[src/rtl/aux_pkg.sv]
// Shared types for the AUX request arbiter: FSM states, 2-bit AUX command codes,
// the latched transaction record, the default WAIT timeout and the round-robin pick.
package aux_pkg;

   typedef enum logic [1:0] {
      IDLE  = 2'd0,
      ISSUE = 2'd1,
      WAIT  = 2'd2,
      DONE  = 2'd3
   } aux_state_e;

   typedef enum logic [1:0] {
      AUX_CMD_WRITE        = 2'b00,
      AUX_CMD_READ         = 2'b01,
      AUX_CMD_WRITE_STATUS = 2'b10,
      AUX_CMD_RSVD         = 2'b11
   } aux_cmd_e;

   localparam int AUX_TIMEOUT_CYCLES_DEFAULT = 400;

   typedef struct packed {
      aux_cmd_e    cmd;
      logic [19:0] addr;
      logic [7:0]  len;
      logic [7:0]  data;
   } aux_msg_t;

   // On contention the side that was not served last wins; nat_next=1 favours native.
   function automatic logic rr_pick_i2c(input logic nat, input logic i2c, input logic nat_next);
      return i2c & (~nat | ~nat_next);
   endfunction

endpackage

[src/rtl/aux_timeout_ctr.sv]
// WAIT-phase watchdog: counts enabled cycles from a clear, expire is combinational on the
// LIMIT-th enabled cycle; no backpressure, it only observes the arbiter state.
module aux_timeout_ctr #(
   parameter int LIMIT = 400
) (
   input  logic clk,
   input  logic rst_n,
   input  logic i_clr,
   input  logic i_en,
   output logic o_expire
);

   localparam int CW = $clog2(LIMIT + 1);

   logic [CW-1:0] r_cnt;

   assign o_expire = i_en && (r_cnt == CW'(LIMIT - 1));

   always_ff @(posedge clk or negedge rst_n) begin
      if (!rst_n) begin
         r_cnt <= '0;
      end else if (i_clr) begin
         r_cnt <= '0;
      end else if (i_en && !o_expire) begin
         r_cnt <= r_cnt + 1'b1;
      end
   end

endmodule

[src/rtl/aux_req_arbiter.sv]
// Round-robin arbiter between native and I2C-over-AUX requesters; grant and start one cycle
// after a request is seen in IDLE; requesters hold req until granted. AUX_ARB_TIMEOUT_EN adds a WAIT timeout.
module aux_req_arbiter
   import aux_pkg::*;
#(
   parameter int TIMEOUT_CYCLES = AUX_TIMEOUT_CYCLES_DEFAULT
) (
   input  logic        clk,
   input  logic        rst_n,
   input  logic        nat_req,
   input  logic [1:0]  nat_cmd,
   input  logic [19:0] nat_addr,
   input  logic [7:0]  nat_len,
   input  logic [7:0]  nat_data,
   input  logic        i2c_req,
   input  logic [1:0]  i2c_cmd,
   input  logic [19:0] i2c_addr,
   input  logic [7:0]  i2c_len,
   output logic        nat_gnt,
   output logic        i2c_gnt,
   input  logic        aux_tr_done,
   input  logic        aux_tr_ack,
   output logic [1:0]  ctrl_msg_cmd,
   output logic [7:0]  ctrl_msg_data,
   output logic [19:0] ctrl_msg_address,
   output logic [7:0]  ctrl_msg_len,
   output logic        ctrl_tr_vld,
   output logic        ctrl_i2c_native,
   output logic        nat_done,
   output logic        i2c_done,
   output logic        tr_ack,
   output logic        timeout_err
);

   if (TIMEOUT_CYCLES < 1) begin : g_bad_timeout
      $error("aux_req_arbiter: TIMEOUT_CYCLES must be at least 1");
   end

   aux_state_e r_state;
   aux_msg_t   r_msg;
   logic       r_nat_next;
   logic       r_nat_gnt;
   logic       r_i2c_gnt;
   logic       r_tr_vld;
   logic       r_i2c_native;
   logic       r_nat_done;
   logic       r_i2c_done;
   logic       r_tr_ack;

   logic       w_any_req;
   logic       w_pick_i2c;
   aux_msg_t   w_nat_msg;
   aux_msg_t   w_i2c_msg;

   assign w_any_req  = nat_req | i2c_req;
   assign w_pick_i2c = rr_pick_i2c(nat_req, i2c_req, r_nat_next);

   // The I2C path carries no inline data byte, so its record is zero-filled there.
   always_comb begin
      w_nat_msg      = '0;
      w_nat_msg.cmd  = aux_cmd_e'(nat_cmd);
      w_nat_msg.addr = nat_addr;
      w_nat_msg.len  = nat_len;
      w_nat_msg.data = nat_data;
      w_i2c_msg      = '0;
      w_i2c_msg.cmd  = aux_cmd_e'(i2c_cmd);
      w_i2c_msg.addr = i2c_addr;
      w_i2c_msg.len  = i2c_len;
      w_i2c_msg.data = 8'h00;
   end

`ifdef AUX_ARB_TIMEOUT_EN
   logic w_expire;
   logic r_timeout_err;

   aux_timeout_ctr #(
      .LIMIT    (TIMEOUT_CYCLES)
   ) u_timeout_ctr (
      .clk      (clk),
      .rst_n    (rst_n),
      .i_clr    (r_state == ISSUE),
      .i_en     (r_state == WAIT),
      .o_expire (w_expire)
   );

   assign timeout_err = r_timeout_err;
`else
   assign timeout_err = 1'b0;
`endif

   always_ff @(posedge clk or negedge rst_n) begin
      if (!rst_n) begin
         r_state       <= IDLE;
         r_msg         <= '0;
         r_nat_next    <= 1'b1;
         r_nat_gnt     <= 1'b0;
         r_i2c_gnt     <= 1'b0;
         r_tr_vld      <= 1'b0;
         r_i2c_native  <= 1'b0;
         r_nat_done    <= 1'b0;
         r_i2c_done    <= 1'b0;
         r_tr_ack      <= 1'b0;
`ifdef AUX_ARB_TIMEOUT_EN
         r_timeout_err <= 1'b0;
`endif
      end else begin
         r_nat_gnt     <= 1'b0;
         r_i2c_gnt     <= 1'b0;
         r_tr_vld      <= 1'b0;
         r_nat_done    <= 1'b0;
         r_i2c_done    <= 1'b0;
`ifdef AUX_ARB_TIMEOUT_EN
         r_timeout_err <= 1'b0;
`endif
         case (r_state)
            IDLE: begin
               if (w_any_req) begin
                  r_state      <= ISSUE;
                  r_tr_vld     <= 1'b1;
                  r_nat_gnt    <= ~w_pick_i2c;
                  r_i2c_gnt    <= w_pick_i2c;
                  r_i2c_native <= w_pick_i2c;
                  r_nat_next   <= w_pick_i2c;
                  r_msg        <= w_pick_i2c ? w_i2c_msg : w_nat_msg;
               end
            end
            ISSUE: begin
               r_state <= WAIT;
            end
            WAIT: begin
               if (aux_tr_done) begin
                  r_state    <= DONE;
                  r_tr_ack   <= aux_tr_ack;
                  r_nat_done <= ~r_i2c_native;
                  r_i2c_done <= r_i2c_native;
               end
`ifdef AUX_ARB_TIMEOUT_EN
               else if (w_expire) begin
                  r_state       <= DONE;
                  r_tr_ack      <= 1'b0;
                  r_timeout_err <= 1'b1;
                  r_nat_done    <= ~r_i2c_native;
                  r_i2c_done    <= r_i2c_native;
               end
`endif
            end
            DONE: begin
               r_state <= IDLE;
            end
            default: begin
               r_state <= IDLE;
            end
         endcase
      end
   end

   assign nat_gnt          = r_nat_gnt;
   assign i2c_gnt          = r_i2c_gnt;
   assign ctrl_tr_vld      = r_tr_vld;
   assign ctrl_i2c_native  = r_i2c_native;
   assign ctrl_msg_cmd     = r_msg.cmd;
   assign ctrl_msg_address = r_msg.addr;
   assign ctrl_msg_len     = r_msg.len;
   assign ctrl_msg_data    = r_msg.data;
   assign nat_done         = r_nat_done;
   assign i2c_done         = r_i2c_done;
   assign tr_ack           = r_tr_ack;

endmodule

[config.mk]
export PLATFORM = sky130hd
export DESIGN_NAME = aux_req_arbiter
export DESIGN_NICKNAME = d
export VERILOG_FILES = /design/src/rtl/aux_pkg.sv /design/src/rtl/aux_timeout_ctr.sv /design/src/rtl/aux_req_arbiter.sv
export SDC_FILE = /design/constraint.sdc
export NUM_CORES = 1
export LEC_CHECK = 0
export CAP_MARGIN = 40
export CORE_MARGIN = 2
export CORE_UTILIZATION = 38
export CTS_CLUSTER_SIZE = 12
export DETAILED_ROUTE_END_ITERATION = 8
export HOLD_SLACK_MARGIN = 0.1
export PLACE_DENSITY = 0.8
export SLEW_MARGIN = 20
export SYNTH_ARGS = -nofsm -noshare
export SYNTH_HDL_FRONTEND = slang
export SYNTH_SLANG_ARGS = --single-unit
[constraint.sdc]
create_clock -name clk -period 2.1 [get_ports clk]
set_input_delay 0.42 -clock clk [delete_from_list [all_inputs] [get_ports clk]]
set_output_delay 0.42 -clock clk [all_outputs]
set_load 0.05 [all_outputs]
==> summary.txt <==
Power
  – P_leak: 1.51 nW
  – PD cells: 1660 mW/mm^2
  – Tot Pwr: 5.70 mW
  – VDD IR max: 0.697 mV

Finish
  – Fill cells: ~420
  – Share of cells above drive strength 1: 0.0601
  – Antenna Cells: 0
  – Nets: 392
  – Synthesis-to-finish area growth: 65.8%
  – Design area: 0.00343 sq mm

Route
  – WL final: 5810 microns
  – Residual DRC count: 0
  – Drt pass-1 iters: 4
  – Routed Antenna Nets: 0
  – Initial DRC Count: between 80 and 90
  – DR vias: just under 2000
  – Via density: 4.98
  – Routed len/inst: 15.0 microns

Placed design
  – Dpl ws: 94.9 ps
  – DP Wirelength: between 4000 and 5000 microns
  – Gpl congestion: 0.729
  – Placed Area: 0.00332 sq mm
  – Port bufs: ~120

GRT
  – Global route total overflow: 0
  – Vias in the first global route: roughly 2000
  – GRT Total Usage: 0.199
  – Largest net degree at the start of global routing: 41
  – Initial antenna violation count: 0
  – First-pass GRT wire length: 9560 microns

Worst setup path
  – Crit end category: output pin
  – Crit path cell chain: clkdlybuf4s50_1
  – CP bufs+invs: 1
  – CP top delay family: buffers and inverters
  – Arr. time, crit path: 1510 ps
  – Startpoint types: flop
  – CP max stage cell: clkdlybuf4s50_1
  – Worst EP required: 1680 ps
  – R2R cell count: 6
  – CP Depth: 1
  – Worst Path Max Fanout: 4
  – Critical path type: flop to output pin
  – Crit-path max cell delay: around 820 ps

Synthesis
  – Post-Syn Area per Cell: 10.4 sq um
  – Top cell type by total area after synthesis: dfrtp_1
  – Post-synthesis cell type count: 25
  – Flops & latches, synth: 48
  – Synth cell count leaders: 47 x dfrtp_1, 45 x a21oi_1, 24 x nand2_1, 24 x nor2_1, 9 x and3_1
  – Post-synth EDFFs: 0
  – Yosys top cell area share: 0.568
  – Synthesized cell area: about 0.0021 sq mm
  – Area contributors post-synth: dfrtp_1 57%, a21oi_1 11%, nand2_1 4.4%, nor2_1 4.4%, a221o_1 3.9%
  – FFs w/ async S/R, synth: 1.00
  – Post-Synthesis Net Count: 276
  – Most numerous cell in the Yosys netlist: dfrtp_1
  – Register area share after synthesis: 0.581
  – Post-Synthesis Cells: between 150 and 200
  – Warnings, synthesis: 0
  – Most common flop cell mapped by yosys: dfrtp_1

Timing
  – Worst-Margin Slew: 726 ps
  – Max Slew Vio Count: 0
  – Setup Viol. Count Final: 0
  – F_max: between 500 and 600 MHz
  – Slew HR: 0.515
  – Sum Neg Setup Slack: 0 ps
  – RSZ-0062 raised after global routing: no
  – Clk_skew: 11.0 ps
  – Fin Hold WS: 115 ps
  – Final worst-path cycle share: 0.918
  – Worst Slack Setup Final: 171 ps
  – Hold Vio Cnt, Final: 0
  – Minimum clock period: 1930 ps

Die
  – Full die area: 0.00605 sq mm
  – Die Width: 77.8 microns
  – Starting Density: 0.400
  – Row count: 26
  – Core ar.: a little over 0.005 sq mm
  – # IOs: 120
  – DIE HEIGHT: 77.8 microns

Outcome
  – Status: completed

Clock network
  – Post-CTS Setup Inserts: 0
  – CTS Buf Count: 5
  – Reg clk slew, reported paths: 90 ps
  – Clk_lat worst skew: 300 ps
  – CTS tree: built
  – Clock Tree Root: clkbuf_8
  – PostCTS Resize Cnt: 0
  – Hold_buf cts: 0
  – Htree depth: 2
  – Longest Clk Path Bufs: 2
  – Sink Count: 48

Worst hold path
  – Hold crit path type: input pin to async pin

Job
  – Max cap viols: 0
==> flip-flops by register name (all words and copies together) (netlist names) <==
register          count
i2c_done              1
r_nat_next            1
tr_ack                1
ctrl_msg_address     20
ctrl_i2c_native       1
ctrl_tr_vld           1
ctrl_msg_cmd          2
i2c_gnt               1
ctrl_msg_len          8
r_state               2
nat_gnt               1
nat_done              1
ctrl_msg_data         8
==> layout by cell type (no fill, tap or decap), types with 3 or more instances in the layout <==
cell,n
inv_1,4
and3_1,9
ha_1,3
nand2_1,24
dfrtp_1,47
a221o_1,8
a22o_1,8
clkbuf_8,5
buf_12,3
nor2_1,24
clkdlybuf4s50_1,117
a21oi_1,45
==> through the flow <==
step                utilization  std cells
CTS                       0.664        386
detailed placement        0.643        378
floorplan                     -        199
global placement          0.643        378
global route              0.664        386
finish                    0.664        386
==> worst register-to-register path: stages, from the launching register on <==
cell     delay [ps]
dfrtp_1         390
inv_1           100
ha_1            260
o21ai_4          90
inv_1           540
nor2_1          120
a21oi_1         150
==> cell type report <==
cell class	instances	area, sq um	share of cell area
flip-flops and latches	48	1200	0.350
repair buffers	122	1240	0.362
inverters	4	15.0	0.00437
clock buffers	6	72.6	0.0211
well taps	70	87.6	0.0255
multi-input cells	134	776	0.226
clock inverters	2	35.0	0.0102
==> power by group <==
group / leakage (nW) / total, mW / switching (mW) / internal (mW)
combinational: 0.880 / 3.43 / 2.19 / 1.24
clock: 0.0552 / 0.655 / 0.302 / 0.354
sequential: 0.572 / 1.61 / 0.247 / 1.37
total: 1.51 / 5.70 / 2.74 / 2.96
==> path summary, 6_finish.rpt <==
path,start,end,slack [ps]
max,ctrl_i2c_native$_DFFE_PN0P_,ctrl_i2c_native,170
min,rst_n,ctrl_msg_address[9]$_DFFE_PN0P_,110
max reg2reg,r_state[0]$_DFFE_PN0P_,ctrl_msg_address[5]$_DFFE_PN0P_,400
min reg2reg,ctrl_i2c_native$_DFFE_PN0P_,nat_done$_DFF_PN0_,490
max in group asynchronous,rst_n,r_nat_next$_DFFE_PN1P_,1380
min in group clk,ctrl_i2c_native$_DFFE_PN0P_,nat_done$_DFF_PN0_,490
==> per-layer routing <==
metal  vias up  wire (microns)  track usage
met5         -               0            0
met4         0              66       0.0518
met3         7             428       0.0616
met2        79            2960        0.345
met1       913            2350        0.239
li1        923               -            -
==> logic make-up after synthesis <==
group / synth area share
and+or+nand+nor: 0.129
DFF: 0.581
AOI/OAI and AO/OA: 0.215
other: 0.00181
muxes: 0.0109
buffers and inverters: 0.0441
adders and majority gates: 0.0181
Note: power is estimated with default switching activity, not from simulation.
